===== config.mk =====
export PLATFORM = sky130hd
export DESIGN_NAME = btb_fetch_unit_flat
export DESIGN_NICKNAME = d
export VERILOG_FILES = /design/src/rtl/btb_fetch_unit_if.sv /design/src/rtl/btb_fetch_unit.sv /design/src/flat_wrapper.sv
export SDC_FILE = /design/constraint.sdc
export NUM_CORES = 1
export LEC_CHECK = 0
export CORE_MARGIN = 3
export CORE_UTILIZATION = 40
export CTS_CLUSTER_DIAMETER = 40
export DETAILED_ROUTE_END_ITERATION = 16
export PLACE_DENSITY_LB_ADDON = 0.25
export SYNTH_ARGS = -nofsm -noshare
export SYNTH_HDL_FRONTEND = slang
export SYNTH_SLANG_ARGS = --single-unit

===== constraint.sdc =====
create_clock -name CLK -period 4.5 [get_ports CLK]
set_clock_uncertainty 0.15 [all_clocks]
set_input_delay 0.675 -clock CLK [delete_from_list [all_inputs] [get_ports CLK]]
set_output_delay 0.675 -clock CLK [all_outputs]
set_load 0.02 [all_outputs]

===== src/rtl/btb_fetch_unit_if.sv =====
// Icache and branch-resolution bus of the fetch front end.
// master = fetch unit side, slave = icache / MEM-stage side.
interface btb_fetch_unit_if;
    logic        ihit;
    logic        imemREN;
    logic [31:0] imemaddr;
    logic [31:0] imemload;
    logic        res_valid;
    logic [31:0] res_pc;
    logic        res_taken;
    logic [31:0] res_target;
    logic        res_pred_taken;
    logic [31:0] res_pred_target;

    modport master (
        input  ihit, imemload,
        input  res_valid, res_pc, res_taken, res_target, res_pred_taken, res_pred_target,
        output imemREN, imemaddr
    );

    modport slave (
        output ihit, imemload,
        output res_valid, res_pc, res_taken, res_target, res_pred_taken, res_pred_target,
        input  imemREN, imemaddr
    );
endinterface


===== src/rtl/btb_fetch_unit.sv =====
// Instruction-fetch front end: PC register, direct-mapped BTB with saturating
// counters, and redirect on mispredicts resolved in MEM.
module btb_fetch_unit #(
    parameter logic [31:0] PC_INIT     = 32'h0,
    parameter int          BTB_ENTRIES = 16,
    parameter int          CTR_BITS    = 2
) (
    input  logic              CLK,
    input  logic              nRST,
    input  logic              pc_en,
    input  logic              halt,
    btb_fetch_unit_if.master  cif,
    output logic [31:0]       instr_if,
    output logic [31:0]       pc4_if,
    output logic              pred_taken_if,
    output logic [31:0]       pred_target_if,
    output logic              mispredict,
    output logic [31:0]       mispredict_cnt
);
    localparam int IDX   = $clog2(BTB_ENTRIES);
    localparam int TAG_W = 30 - IDX;
    localparam logic [CTR_BITS-1:0] CTR_MAX = '1;
    localparam logic [CTR_BITS-1:0] CTR_WT  = CTR_BITS'(1) << (CTR_BITS - 1);
    localparam logic [CTR_BITS-1:0] CTR_WNT = CTR_WT - CTR_BITS'(1);

    logic [31:0]         pc, pc_next;
    logic                valid  [BTB_ENTRIES];
    logic [CTR_BITS-1:0] ctr    [BTB_ENTRIES];
    logic [TAG_W-1:0]    tag    [BTB_ENTRIES];
    logic [31:0]         target [BTB_ENTRIES];

    logic [IDX-1:0]   idx, res_idx;
    logic [TAG_W-1:0] pc_tag, res_tag;
    logic             hit, res_hit;

    assign idx     = pc[IDX+1:2];
    assign pc_tag  = pc[31:IDX+2];
    assign res_idx = cif.res_pc[IDX+1:2];
    assign res_tag = cif.res_pc[31:IDX+2];

    assign hit     = valid[idx] && (tag[idx] == pc_tag);
    assign res_hit = valid[res_idx] && (tag[res_idx] == res_tag);

    assign pred_taken_if  = hit && ctr[idx][CTR_BITS-1];
    assign pred_target_if = pred_taken_if ? target[idx] : pc + 32'd4;

    assign mispredict = cif.res_valid &&
                        ((cif.res_taken != cif.res_pred_taken) ||
                         (cif.res_taken && (cif.res_target != cif.res_pred_target)));

    assign cif.imemREN  = 1'b1;
    assign cif.imemaddr = pc;
    assign instr_if     = cif.imemload;
    assign pc4_if       = pc + 32'd4;

    // Redirect beats halt, halt beats a normal advance.
    always_comb begin
        // NOTE: assign a default first so every path drives pc_next; otherwise always_comb infers a latch.
        pc_next = pc;
        if (mispredict)
            pc_next = cif.res_taken ? cif.res_target : cif.res_pc + 32'd4;
        else if (halt)
            pc_next = pc;
        else if (pc_en && cif.ihit)
            pc_next = pred_target_if;
    end

    always_ff @(posedge CLK or negedge nRST) begin
        // NOTE: state registers use non-blocking assignments so every flop samples pre-edge values.
        if (!nRST) begin
            pc             <= PC_INIT;
            mispredict_cnt <= '0;
        end else begin
            pc <= pc_next;
            if (mispredict && (mispredict_cnt != 32'hFFFF_FFFF))
                mispredict_cnt <= mispredict_cnt + 32'd1;
        end
    end

    // Valid bits and counters carry architectural meaning, so they are reset.
    always_ff @(posedge CLK or negedge nRST) begin
        // NOTE: only valid/ctr arrays are reset; tag/target are masked by valid and live in a reset-free block.
        if (!nRST) begin
            for (int i = 0; i < BTB_ENTRIES; i++) begin
                valid[i] <= 1'b0;
                ctr[i]   <= CTR_WNT;
            end
        end else if (cif.res_valid) begin
            if (res_hit) begin
                if (cif.res_taken && (ctr[res_idx] != CTR_MAX))
                    ctr[res_idx] <= ctr[res_idx] + CTR_BITS'(1);
                else if (!cif.res_taken && (ctr[res_idx] != '0))
                    ctr[res_idx] <= ctr[res_idx] - CTR_BITS'(1);
            end else if (cif.res_taken) begin
                valid[res_idx] <= 1'b1;
                ctr[res_idx]   <= CTR_WT;
            end
        end
    end

    // A taken resolution always (re)writes tag and target: on a hit the tag is unchanged.
    always_ff @(posedge CLK) begin
        if (nRST && cif.res_valid && cif.res_taken) begin
            tag[res_idx]    <= res_tag;
            target[res_idx] <= cif.res_target;
        end
    end
endmodule


===== src/flat_wrapper.sv =====
// flat-port wrapper written by rule: the top's interface ports become plain ports
module btb_fetch_unit_flat 
#(
    parameter logic [31:0] PC_INIT     = 32'h0,
    parameter int          BTB_ENTRIES = 16,
    parameter int          CTR_BITS    = 2
)
  (CLK, nRST, pc_en, halt, instr_if, pc4_if, pred_taken_if, pred_target_if, mispredict, mispredict_cnt, cif_ihit, cif_imemload, cif_res_valid, cif_res_pc, cif_res_taken, cif_res_target, cif_res_pred_taken, cif_res_pred_target, cif_imemREN, cif_imemaddr);
  btb_fetch_unit_if cif_i ();
  input  logic CLK;
  input  logic nRST;
  input  logic pc_en;
  input  logic halt;
  output logic [31:0] instr_if;
  output logic [31:0] pc4_if;
  output logic pred_taken_if;
  output logic [31:0] pred_target_if;
  output logic mispredict;
  output logic [31:0] mispredict_cnt;
  input wire logic [$bits(cif_i.ihit)-1:0] cif_ihit;
  input wire logic [$bits(cif_i.imemload)-1:0] cif_imemload;
  input wire logic [$bits(cif_i.res_valid)-1:0] cif_res_valid;
  input wire logic [$bits(cif_i.res_pc)-1:0] cif_res_pc;
  input wire logic [$bits(cif_i.res_taken)-1:0] cif_res_taken;
  input wire logic [$bits(cif_i.res_target)-1:0] cif_res_target;
  input wire logic [$bits(cif_i.res_pred_taken)-1:0] cif_res_pred_taken;
  input wire logic [$bits(cif_i.res_pred_target)-1:0] cif_res_pred_target;
  output wire logic [$bits(cif_i.imemREN)-1:0] cif_imemREN;
  output wire logic [$bits(cif_i.imemaddr)-1:0] cif_imemaddr;
  assign cif_i.ihit = cif_ihit;
  assign cif_i.imemload = cif_imemload;
  assign cif_i.res_valid = cif_res_valid;
  assign cif_i.res_pc = cif_res_pc;
  assign cif_i.res_taken = cif_res_taken;
  assign cif_i.res_target = cif_res_target;
  assign cif_i.res_pred_taken = cif_res_pred_taken;
  assign cif_i.res_pred_target = cif_res_pred_target;
  assign cif_imemREN = cif_i.imemREN;
  assign cif_imemaddr = cif_i.imemaddr;
  btb_fetch_unit #(.PC_INIT(PC_INIT), .BTB_ENTRIES(BTB_ENTRIES), .CTR_BITS(CTR_BITS)) u_core (.CLK(CLK), .nRST(nRST), .pc_en(pc_en), .halt(halt), .cif(cif_i), .instr_if(instr_if), .pc4_if(pc4_if), .pred_taken_if(pred_taken_if), .pred_target_if(pred_target_if), .mispredict(mispredict), .mispredict_cnt(mispredict_cnt));
endmodule

==> results.md <==
- Core region area: 118000 µm²
- Number of max-cap violations: 0
- Crit path DAT: 4.76 ns
- Post-DP Area: 54800 µm²
- IO Port Bufs: 233
- Pre-CTS setup slack: -0.722 ns
- Critical Setup Path Class: flop to primary output
- Commonest non-fill, non-tap cell in the layout: edfxtp_1
- Most frequent cells in the layout: edfxtp_1 (928), buf_4 (410), mux2i_1 (264)
- Sequential group share of total power: 40.5%
- P&R area growth vs syn: 26.4%
- Fin. Hold Viols: 0
- Slew headroom: 35.0%
- Die area: 124000 µm²
- Vias in the first global route: 32000
- Via count: 32300
- Gpl congestion: 0.941
- Mapped cell area: 47700 µm²
- Vias per cell: 6.18
- Nets: 3712
- Yosys top cell area share: 58.4%
- Logic gate share of total power: 18.1%
- Worst hold path class: flop to flop
- Die Y: 351 µm
- Number of remaining DRC errors: 0
- Routed Antenna Nets: 0
- Chip Width: 351 µm
- Setup slack, reg-to-reg: -0.15 ns
- Synth area leaders: edfxtp_1 (58%), mux4_2 (11%), mux2i_1 (5.6%)
- Hold Path Sink: u_core.valid[3]
- Clock latency at the later pin of the worst-skew pair: 0.75 ns
- Post-DP HPWL: 117000 µm
- H-tree Lvls: 4
- CTS Sinks: 1040
- Status: finished, violations left
- Pleak: 21.7 nW
- Critical Path Source Type: flop
- FMAX: 0.179 GHz
- Largest area contributor in the netlist: edfxtp_1
- Final Util: 51.0%
- Hold Crit Start: u_core.valid[3]
- Mapped Cells: 2952
- Clock transition at path regs: 0.06 ns
- Boundary Pins: 299
- Violated checks: negative setup slack
- Layout cells sized above 1: 31.2%
- Routed WL: 174000 µm
- GRT overflow: 0
- Worst vdd ir: 366 µV
- Int Power: 19.7 mW
- Sw Ratio: 27.3%
- Total track usage: 28.0%
- Ys async rst share: 10.8%
- CP Max Fanout: 6
- Power Density: 449 nW/µm²
- Antenna violations before repair: 13
- Post-layout worst setup margin: -1.08 ns
- Fin crit period: 5.58 ns
- Main synth FF type: edfxtp_1
- Pre-antenna DRT Iters: 5
- Reg2reg end: u_core.cif.imemaddr[4]
- Warnings from Yosys: 0
- FP Rows: 126
- Worst Hold Path Cells: 1
- CTS tree: yes
- Largest net degree at the start of global routing: 96
- Reg2reg start: u_core.cif.imemaddr[2]
- First-pass GRT wire length: 242000 µm
- RSZ-0062 raised after global routing: true
- Worst R2R Path Depth: 13
- Final period util: 124%
- Cell area after layout: 60300 µm²
- Actual slew at the worst max-slew pin: 0.975 ns
- Final hold slack: 0.349 ns
- DR iter-0 viols: 4255
- Syn Nets: 3096
- Critical path required time: 3.67 ns
- Final slew viol count: 0
- Starting Density: 40.4%
- Library cells used by synthesis: 68
- Sequential area share after synthesis: 64.3%
- CTS Root Buffer Type: clkbuf_16
- #FFs+latches synth: 1040
- Clock power frac: 41.4%
- Switching pwr: 7.41 mW
- Number of synthesized flops with an enable pin: 928
- Critical Path End Type: primary output
- Synthesized area per cell: 16.2 µm²
- Final setup fails: 55
- DR WL/cell: 33.4 µm
- CP startpoint: u_core.cif.imemaddr[2]
- CTS Buf Count: 140
- CTS max path bufs: 3
[flip-flops by register name (all words and copies together) (netlist names)]
register and cells:
u_core.tag 416, u_core.valid 16, u_core.ctr 32, u_core.target 512, u_core.cif.imemaddr 32, u_core.mispredict_cnt 32
[how the worst max path moves through the flow]
stage | to | cells past startpoint
floorplan | u_core.tag[1][0] | 7
global placement | pred_target_if[4] | 11
detailed placement | pred_target_if[14] | 10
CTS | pred_target_if[17] | 14
global route | pred_target_if[24] | 15
finish | pred_target_if[24] | 13
[layer usage]
layer | share of wire, % | track usage (%) | vias up
met3 | 12 | 9.47 | 382
li1 | - | - | 13100
met4 | 3.9 | 10.5 | 6
met2 | 44 | 41.9 | 2050
met1 | 40 | 37.9 | 16700
met5 | 0.021 | 0 | -
[synthesized netlist by cell type, types with 22 or more instances]
cell and number:
dfrtp_1 96, nand2_1 193, a22oi_1 55, nand3_1 93
nand4_1 39, buf_1 36, mux2i_1 267, mux2_2 76
and3_1 48, xnor2_1 94, edfxtp_1 928, nor3_1 22
buf_2 37, nor2_1 75, a221oi_1 83, mux4_2 240
a221o_1 25, clkbuf_1 97, xor2_1 62, inv_1 28
o21ai_0 74, buf_4 52
[layout make-up]
class / count / area, µm²
fillers: 9699 / 57900
repair buffers: 704 / 6600
well taps: 1536 / 1920
multi-input cells: 1651 / 16200
flip-flops and latches: 1040 / 30700
clock inverters: 94 / 1090
diodes: 4 / 10.0
inverters: 31 / 121
clock buffers: 162 / 3670
[kinds of logic (layout without fill, tap and decap cells)]
family | Yosys count | in the layout | share of synthesized area, %
AOI/OAI and AO/OA | 361 | 361 | 5.69
other | 1 | 5 | 0.00786
and+or+nand+nor | 542 | 542 | 5.51
adders and majority gates | 8 | 8 | 0.210
DFF | 1040 | 1040 | 64.3
buffers and inverters | 261 | 991 | 2.69
xor gates and xnor gates | 156 | 156 | 2.86
muxes | 583 | 583 | 18.7
[critical path, stage by stage (launching register included)]
cell and delay (ns):
dfrtp_4 0.52, buf_4 0.15, buf_8 0.14, mux4_2 0.42, mux4_2 0.50, xnor2_2 0.30, nand4_1 0.15, or4_4 0.56
nor4b_4 0.23, buf_6 0.21, buf_16 0.17, buf_12 0.13, mux2_2 0.35, buf_2 0.16
[repair_timing]
item	4_1_cts	5_1_grt
hold endpoints to repair	32	0
cloned	2	1
resized for setup	213	44
hold buffers	1	0
pin swaps	5	3
setup buffers	27	7
setup endpoints to repair	74	74
[per-stage QoR]
stage               setup TNS [ns]  total power, mW  instances
floorplan                  -316.41             13.5       2952
global placement            -34.46             15.8       4925
detailed placement          -36.67             15.8       4925
CTS                         -33.39             27.1       5211
global route                -38.99             27.9       5220
finish                      -34.18             27.1       5222
[power by group through the flow]
stage | registers, mW | clock network, mW | logic [mW]
final | 11.0 | 11.2 | 4.91
after detailed placement | 11.1 | 0 | 4.70
after global placement | 11.1 | 0 | 4.65
after global routing | 11.0 | 11.8 | 5.14
after CTS | 11.0 | 11.3 | 4.80
after floorplan | 11.1 | 0 | 2.37
No activity file was read; power rests on OpenSTA's default activity.
